## config.mk

```make
export PLATFORM = sky130hd
export DESIGN_NAME = lnvd_feedback_mixer
export DESIGN_NICKNAME = d
export VERILOG_FILES = /design/src/rtl/lnvd_feedback_mixer.sv
export SDC_FILE = /design/constraint.sdc
export NUM_CORES = 1
export LEC_CHECK = 0
export CORE_MARGIN = 2
export CORE_UTILIZATION = 40
export DETAILED_ROUTE_END_ITERATION = 16
export MAX_ROUTING_LAYER = met4
export PLACE_DENSITY_LB_ADDON = 0.05
export RECOVER_POWER = 50
export SYNTH_ARGS = -nofsm -noshare
export SYNTH_HDL_FRONTEND = slang
export SYNTH_SLANG_ARGS = --single-unit
export TNS_END_PERCENT = 50
```

## constraint.sdc

```tcl
create_clock -name clk -period 2.9 [get_ports clk]
set_clock_uncertainty 0.1 [all_clocks]
set_input_delay 0.58 -clock clk [delete_from_list [all_inputs] [get_ports clk]]
set_output_delay 0.58 -clock clk [all_outputs]
set_load 0.03 [all_outputs]
```

## src/rtl/lnvd_feedback_mixer.sv

```systemverilog
// N-channel feedback mixer: pass/add/subtract attenuated delay-buffer feedback,
// clamp to the input range, round to the output width, and track clipping.
module lnvd_feedback_mixer #(
   parameter int unsigned CHANNELS = 4,
   parameter int unsigned IN_W     = 12,
   parameter int unsigned OUT_W    = 8,
   parameter int unsigned FB_SHIFT = 1
) (
   input  logic                      clk,
   input  logic                      rst_n,
   input  logic                      in_valid,
   input  logic [CHANNELS*IN_W-1:0]  data_in,
   input  logic [CHANNELS*IN_W-1:0]  fb_in,
   input  logic [1:0]                mode,
   input  logic                      clip_clear,
   output logic                      out_valid,
   output logic [CHANNELS*OUT_W-1:0] data_out,
   output logic [CHANNELS-1:0]       sat_flags,
   output logic [15:0]               clip_count
);

   localparam int unsigned SW    = IN_W + 2;
   localparam int unsigned RW    = IN_W + 1;
   localparam int unsigned RSW   = OUT_W + 1;
   localparam int unsigned DROP  = IN_W - OUT_W;
   localparam int unsigned CNT_W = 16;

   localparam logic [SW-1:0] IN_MAX = {2'b00, {IN_W{1'b1}}};
   localparam logic [RW-1:0] HALF   = RW'(1) << (DROP - 1);

   typedef enum logic [1:0] {
      MODE_PASS = 2'b00,
      MODE_ADD  = 2'b01,
      MODE_SUB  = 2'b10,
      MODE_RSVD = 2'b11
   } mode_e;

   logic [CHANNELS-1:0][SW-1:0]    s1_d, s1_q;
   logic                           v1_q;
   logic [CHANNELS-1:0][IN_W-1:0]  c2_d, c2_q;
   logic [CHANNELS-1:0]            f2_d, f2_q;
   logic                           v2_q;
   logic [CHANNELS-1:0][RW-1:0]    r_c;
   logic [CHANNELS-1:0][RSW-1:0]   rs_c;
   logic [CHANNELS-1:0][OUT_W-1:0] q_d;
   logic [CHANNELS-1:0]            fl_d;
   logic                           any_clip_c;

   // Stage 1: signed mix of live sample with attenuated feedback
   always_comb begin
      s1_d = '0;
      for (int k = 0; k < CHANNELS; k++) begin
         case (mode_e'(mode))
            MODE_ADD: s1_d[k] = SW'(data_in[k*IN_W +: IN_W])
                              + SW'(fb_in[k*IN_W +: IN_W] >> FB_SHIFT);
            MODE_SUB: s1_d[k] = SW'(data_in[k*IN_W +: IN_W])
                              - SW'(fb_in[k*IN_W +: IN_W] >> FB_SHIFT);
            default:  s1_d[k] = SW'(data_in[k*IN_W +: IN_W]);
         endcase
      end
   end

   // Stage 2: clamp into [0, 2^IN_W-1]; the sign bit marks an underflow
   always_comb begin
      c2_d = '0;
      f2_d = '0;
      for (int k = 0; k < CHANNELS; k++) begin
         if (s1_q[k][SW-1]) begin
            c2_d[k] = '0;
            f2_d[k] = 1'b1;
         end else if (s1_q[k] > IN_MAX) begin
            c2_d[k] = '1;
            f2_d[k] = 1'b1;
         end else begin
            c2_d[k] = s1_q[k][IN_W-1:0];
         end
      end
   end

   // Output stage: round half-up; a carry into bit OUT_W saturates the code
   always_comb begin
      r_c  = '0;
      rs_c = '0;
      q_d  = '0;
      fl_d = '0;
      for (int k = 0; k < CHANNELS; k++) begin
         r_c[k]  = RW'(c2_q[k]) + HALF;
         rs_c[k] = RSW'(r_c[k] >> DROP);
         if (rs_c[k][OUT_W]) begin
            q_d[k]  = '1;
            fl_d[k] = 1'b1;
         end else begin
            q_d[k]  = rs_c[k][OUT_W-1:0];
         end
         fl_d[k] = fl_d[k] | f2_q[k];
      end
   end

   assign any_clip_c = |fl_d;

   always_ff @(posedge clk or negedge rst_n) begin
      if (!rst_n) begin
         v1_q       <= 1'b0;
         s1_q       <= '0;
         v2_q       <= 1'b0;
         c2_q       <= '0;
         f2_q       <= '0;
         out_valid  <= 1'b0;
         data_out   <= '0;
         sat_flags  <= '0;
         clip_count <= '0;
      end else begin
         v1_q      <= in_valid;
         v2_q      <= v1_q;
         out_valid <= v2_q;
         if (in_valid) s1_q <= s1_d;
         if (v1_q) begin
            c2_q <= c2_d;
            f2_q <= f2_d;
         end
         if (v2_q) begin
            data_out  <= q_d;
            sat_flags <= fl_d;
         end
         // Clear wins over a coincident count; one count per clipped sample
         if (clip_clear) begin
            clip_count <= '0;
         end else if (v2_q && any_clip_c && (clip_count != {CNT_W{1'b1}})) begin
            clip_count <= clip_count + CNT_W'(1);
         end
      end
   end

endmodule
```

**Word-level counts from Yosys, hierarchy flattened**

Cells that the tools add are included.

- Latch bits: 0
- Output and inout port bits: 53
- Register bits: 163
- Logic and storage cells: 73
- Memories kept: 0
- Bits of input ports: 102
- ROM bits: 0
- Bits in writable memories: 0

- Reductions and logical operators: 4
- Bitwise logic cells: 4
- $add $sub $neg: 13
- Div/mod/pow operators: 0
- Order comparisons: 4
- Shifts and indexed selects: 0
- Eq/ne operators: 3
- $mul: 0
- Mux-type cells: 30

Operator list:

| cell | count |
|---|---|
| one-hot mux 14 bit (2 select lines) | 4 |
| two-way mux 12 bit | 8 |
| > comparator 14 x 12 -> 1 bit, second input constant | 4 |
| adder 12 x 11 -> 13 bit | 4 |
| adder 12 x 4 -> 13 bit, second input constant | 4 |
| subtractor 12 x 11 -> 13 bit | 4 |
| two-way mux 16 bit | 2 |
| two-way mux 8 bit | 4 |
| adder 16 x 1 -> 16 bit, second input constant | 1 |
| inequality test 16 bit, second input constant | 1 |
| two-way mux 1 bit | 12 |
| bitwise OR 1 bit | 4 |
| OR reduction 4 bit | 1 |
| == test 2 x 1 -> 1 bit, second input constant | 1 |
| == test 2 bit, second input constant | 1 |
| logical AND 1 bit | 2 |
| nonzero test 2 bit | 1 |

**Depth between registers and ports, before layout**

- Depth in word-level cells: 8
- Gate-level depth with buffers: 10

**Worst setup path after synthesis**

No wires, ideal clock.

- Path kind: input to register
- From: input data_in[0]
- To: register s1_q[10] (netlist bit)
- Data required time: 2.674 ns
- Buffers on the path: 0
- Setup time: 0.126 ns
- Arrival: 2.409 ns
- Setup slack: 0.265 ns
- Cell stages on the path: 9
- Path through: ha_1 -> inv_1 -> fa_1 -> nor2_1 -> o311a_1 -> o221ai_1 -> o31a_1 -> a211o_1 -> a221o_1

- Word-level cells in the longest chain between the ends: 2
- Elaborated cells between the ends (all ways): 3
- Classes of those cells: 2 x add/sub; 1 x mux

Ends and longest elaborated chain:

| element | RTL line | text |
|---|---|---|
| start, declared | 12 | `input logic [CHANNELS*IN_W-1:0] data_in,` |
| subtractor 12 x 11 -> 13 bit / adder 12 x 11 -> 13 bit (equally long branches) | 57, 55 |  |
| one-hot mux 14 bit (2 select lines) * | 53 | `case (mode_e'(mode))` |
| end signal, assigned | 104 | `s1_q <= '0;` |
| end signal, assigned | 116 | `if (in_valid) s1_q <= s1_d;` |
| end, declared | 38 | `logic [CHANNELS-1:0][SW-1:0] s1_d, s1_q;` |

Mark *: on every way between the ends. The rest lies on a longest branch, timed or not.
A chain may end at the register's enable or synchronous reset.

**Worst setup path in the final report**

- From: input fb_in[2]
- To: register s1_q[11] (netlist bit)

- Word-level cells in the longest chain between the ends: 2
- Elaborated cells between the ends (all ways): 3
- Classes of those cells: 2 x add/sub; 1 x mux

Ends and longest elaborated chain:

| element | RTL line | text |
|---|---|---|
| start, declared | 13 | `input logic [CHANNELS*IN_W-1:0] fb_in,` |
| subtractor 12 x 11 -> 13 bit / adder 12 x 11 -> 13 bit (equally long branches) | 57, 55 |  |
| one-hot mux 14 bit (2 select lines) * | 53 |  |

Marks and branches as above.

==> flow_metrics.env <==
export IMPL_cts_max_path_buffers=2
export IMPL_grt_pass1_vias=10300
export IMPL_clk_pin_slew_ns=0.07
export IMPL_design_area_sq_mm=0.0151
export IMPL_worstHoldStart="s1_q[3]$_DFFE_PN0P_"
export IMPL_synth_distinct_cells=70
export IMPL_ir_drop_mv=0.329
export IMPL_synth_top_area_share_pct=30.8
export IMPL_start_kind="input pin"
export IMPL_syn_inst=1365
export IMPL_r2r_start="clip_count[0]$_DFFE_PN0P_"
export IMPL_cp_max_fo=2
export IMPL_busiest_layer="met2"
export IMPL_synthMuxAreaShare_pct=5.67
export IMPL_grt_max_degree=65
export IMPL_cpLargestDelayFamily="simple AND/OR/NAND/NOR gates"
export IMPL_hpwl_mm=25.6
export IMPL_core_area_sq_mm=0.0278
export IMPL_dieWidth_microns=172
export IMPL_cts_max_level=4
export IMPL_cts_tree="done"
export IMPL_synth_area_sq_mm=0.0113
export IMPL_arrival_ns=3.06
export IMPL_numCtsBuffers=17
export IMPL_totalWireLength_mm=32.3
export IMPL_holdBufCountCts=0
export IMPL_setup_violations=0
export IMPL_crit_required_ns=3.14
export IMPL_hold_path_class="flip-flop to flip-flop"
export IMPL_path_depth=10
export IMPL_maxSlewViolCount=107
export IMPL_cp_slowest_cell="or4_1"
export IMPL_drive_gt1_share_pct=18.1
export IMPL_vias=10600
export IMPL_critPathKind="input pin to flip-flop"
export IMPL_hold_violations=0
export IMPL_yosys_area_share_simple_pct=19.3
export IMPL_drc=0
export IMPL_drt_initial_drc_count=671
export IMPL_nNetsFinal=1853
export IMPL_tightest_slew_ns=1.73
export IMPL_leakagePower_nw=6.73
export IMPL_pre_cts_ws_ns=-0.468
export IMPL_yosys_area_share_xor_xnor_pct=4.73
export IMPL_wl_per_cell_microns=15.8
export IMPL_power_density_mw_per_mm2=505
export IMPL_synthTopCellsByCount="nor2_1 (169), dfrtp_1 (139), inv_1 (113)"
export IMPL_post_cts_setup_buffers=0
export IMPL_gp_congestion=0.893
export IMPL_use_met2_pct=35.8
export IMPL_status="finished with violations"
export IMPL_synth_flop_cell="dfrtp_1"
export IMPL_rows=61
export IMPL_maxSlewHeadroom_pct=-15.7
export IMPL_final_util_pct=54.3
export IMPL_viasPerCell=5.20
export IMPL_antenna_found_initial=1
export IMPL_synth_adder_area_share_pct=12.0
export IMPL_track_usage_pct=23.0
export IMPL_fin_ws_ns=0.0816
export IMPL_yosysTopAreaCell="dfrtp_1"
export IMPL_cts_root_buf="clkbuf_16"
export IMPL_cts_sinks=139
export IMPL_synth_area_leaders="dfrtp_1 (31%), ha_1 (11%), nor2_1 (5.6%), mux2_2 (4.7%), a21oi_1 (4.5%)"
export IMPL_syn_to_final_growth_pct=33.7
export IMPL_path_buf_inv=3
export IMPL_use_met3_pct=3.02
export IMPL_drtAntennaViolNets=0
export IMPL_finalPower_mw=7.63
export IMPL_async_flop_share_pct=100
export IMPL_dieArea_sq_mm=0.0296
export IMPL_holdWs_ns=0.384
export IMPL_synth_edf_count=0
export IMPL_synth_top_family_by_area="compound AO/OA/AOI/OAI gates"
export IMPL_period_minus_slack_ns=2.82
export IMPL_grt_pass1_wl_mm=52.6
export IMPL_grt_util_met1_pct=32.2
export IMPL_place_area_sq_mm=0.0145
export IMPL_ys_warn_count=0
export IMPL_synth_compound_area_share_pct=20.9
export IMPL_holdPathStages=2
export IMPL_io_pins=155
export IMPL_reg2reg_slack_ns=0.45
export IMPL_syn_nets=1570
export IMPL_yosysMostFrequentCell="nor2_1"
export IMPL_worst_hold_path_endpoint="s1_q[3]$_DFFE_PN0P_"
export IMPL_rr_worst_depth=7
export IMPL_start_util_pct=40.6
export IMPL_r2r_end="clip_count[3]$_DFFE_PN0P_"
export IMPL_slowest_delay_ns=0.50
export IMPL_die_h_microns=172
export IMPL_ys_ff_latch=139
export IMPL_clk_latency_ns=0.42
export IMPL_crit_path_cell_trace="clkdlybuf4s50_1, inv_1, buf_4, ha_1, nand2b_1, a221oi_1, nor3_1, o211a_1, or4_1, a31oi_1"
export IMPL_drv_cap=2
export IMPL_period_share_pct=97.2
export IMPL_io_buffers=150
export IMPL_endpoint_kind="flip-flop"
export IMPL_avgSynthCellArea_sq_um=8.27
export IMPL_overflow=0
export IMPL_yosysSeqAreaShare_pct=30.8
export IMPL_failed_checks="max-capacitance violations, max-slew violations"
export IMPL_rsz0062_at_grt="true"
export IMPL_max_freq_ghz=0.355
export IMPL_drt_pass1_iterations=5
## logic make-up after synthesis
family	after synthesis
compound gates	361
flops	139
fa+ha+maj	103
mux	58
buf+inv	195
xor+xnor	61
simple gates	448
## flip-flops by register name (all words and copies together) (netlist names)
register,flops
c2_q,36
f2_q,4
v2_q,1
clip_count,16
out_valid,1
data_out,32
s1_q,44
v1_q,1
sat_flags,4
## worst max path at each step
stage | start | end | slack (ns)
after CTS | fb_in[39] | s1_q[51]$_DFFE_PN0P_ | 0.007
after global placement | fb_in[13] | s1_q[26]$_DFFE_PN0P_ | -0.45
final | fb_in[2] | s1_q[11]$_DFFE_PN0P_ | 0.08
after detailed placement | fb_in[13] | s1_q[26]$_DFFE_PN0P_ | -0.47
after floorplan | data_in[0] | s1_q[10]$_DFFE_PN0P_ | 0.27
after global routing | fb_in[39] | s1_q[51]$_DFFE_PN0P_ | -0.03
## area by class of cell
cell class / count / area [sq um]
fillers: 2694 / 12700
multi-input cells: 1031 / 7120
flip-flops and latches: 139 / 3480
repair buffers: 346 / 2970
well taps: 378 / 473
clock buffers: 17 / 425
inverters: 113 / 424
clock inverters: 15 / 195
diodes: 1 / 2.50
## report_power, final
part / switching (mW) / total (mW) / internal, mW
clock network: 0.965 / 2.29 / 1.32
logic: 1.43 / 2.74 / 1.30
registers: 0.319 / 2.61 / 2.29
total: 2.72 / 7.63 / 4.91
## routing by layer
layer  share of wire [%]  wire length (microns)
met1                  50                  16200
met2                  45                  14500
met3                 3.8                   1220
met4                 1.2                    392
met5                   0                      0
## per-stage QoR
stage,TNS (ns),cells
after CTS,0,2039
final,0,2040
after floorplan,0,1365
after detailed placement,-7.75,2007
after global placement,-6.96,2007
after global routing,-0.0524,2040
## cell usage in the layout (no fill, tap or decap), drive strengths merged, types with 15 or more instances in the layout
cell | synthesis | final
nor2 | 169 | 169
nand3 | 24 | 24
a211oi | 15 | 15
buf | 13 | 189
o21ai | 90 | 90
nand2 | 82 | 82
or3 | 29 | 29
clkbuf | 69 | 25
mux2 | 47 | 47
ha | 95 | 95
and3 | 15 | 15
a31oi | 19 | 19
nor2b | 18 | 18
clkdlybuf4s50 | 0 | 147
dfrtp | 139 | 139
nor3 | 35 | 35
o211ai | 16 | 16
xnor2 | 48 | 48
nand2b | 24 | 24
inv | 113 | 123
a21oi | 101 | 101
o21a | 15 | 15
## tightest hold or removal path, stage by stage (launching register included)
cell     delay (ns)
dfrtp_1        0.34
nand2_1        0.05
o31ai_1        0.05
## timing repair
action | 4_1_cts | 5_1_grt
gates resized for setup | 1 | 17
pin swaps | 0 | 5
gates cloned | 0 | 0
endpoints found under the hold margin | 0 | 0
setup endpoints to repair | 1 | 9
Power figures use the tool's default switching activity.
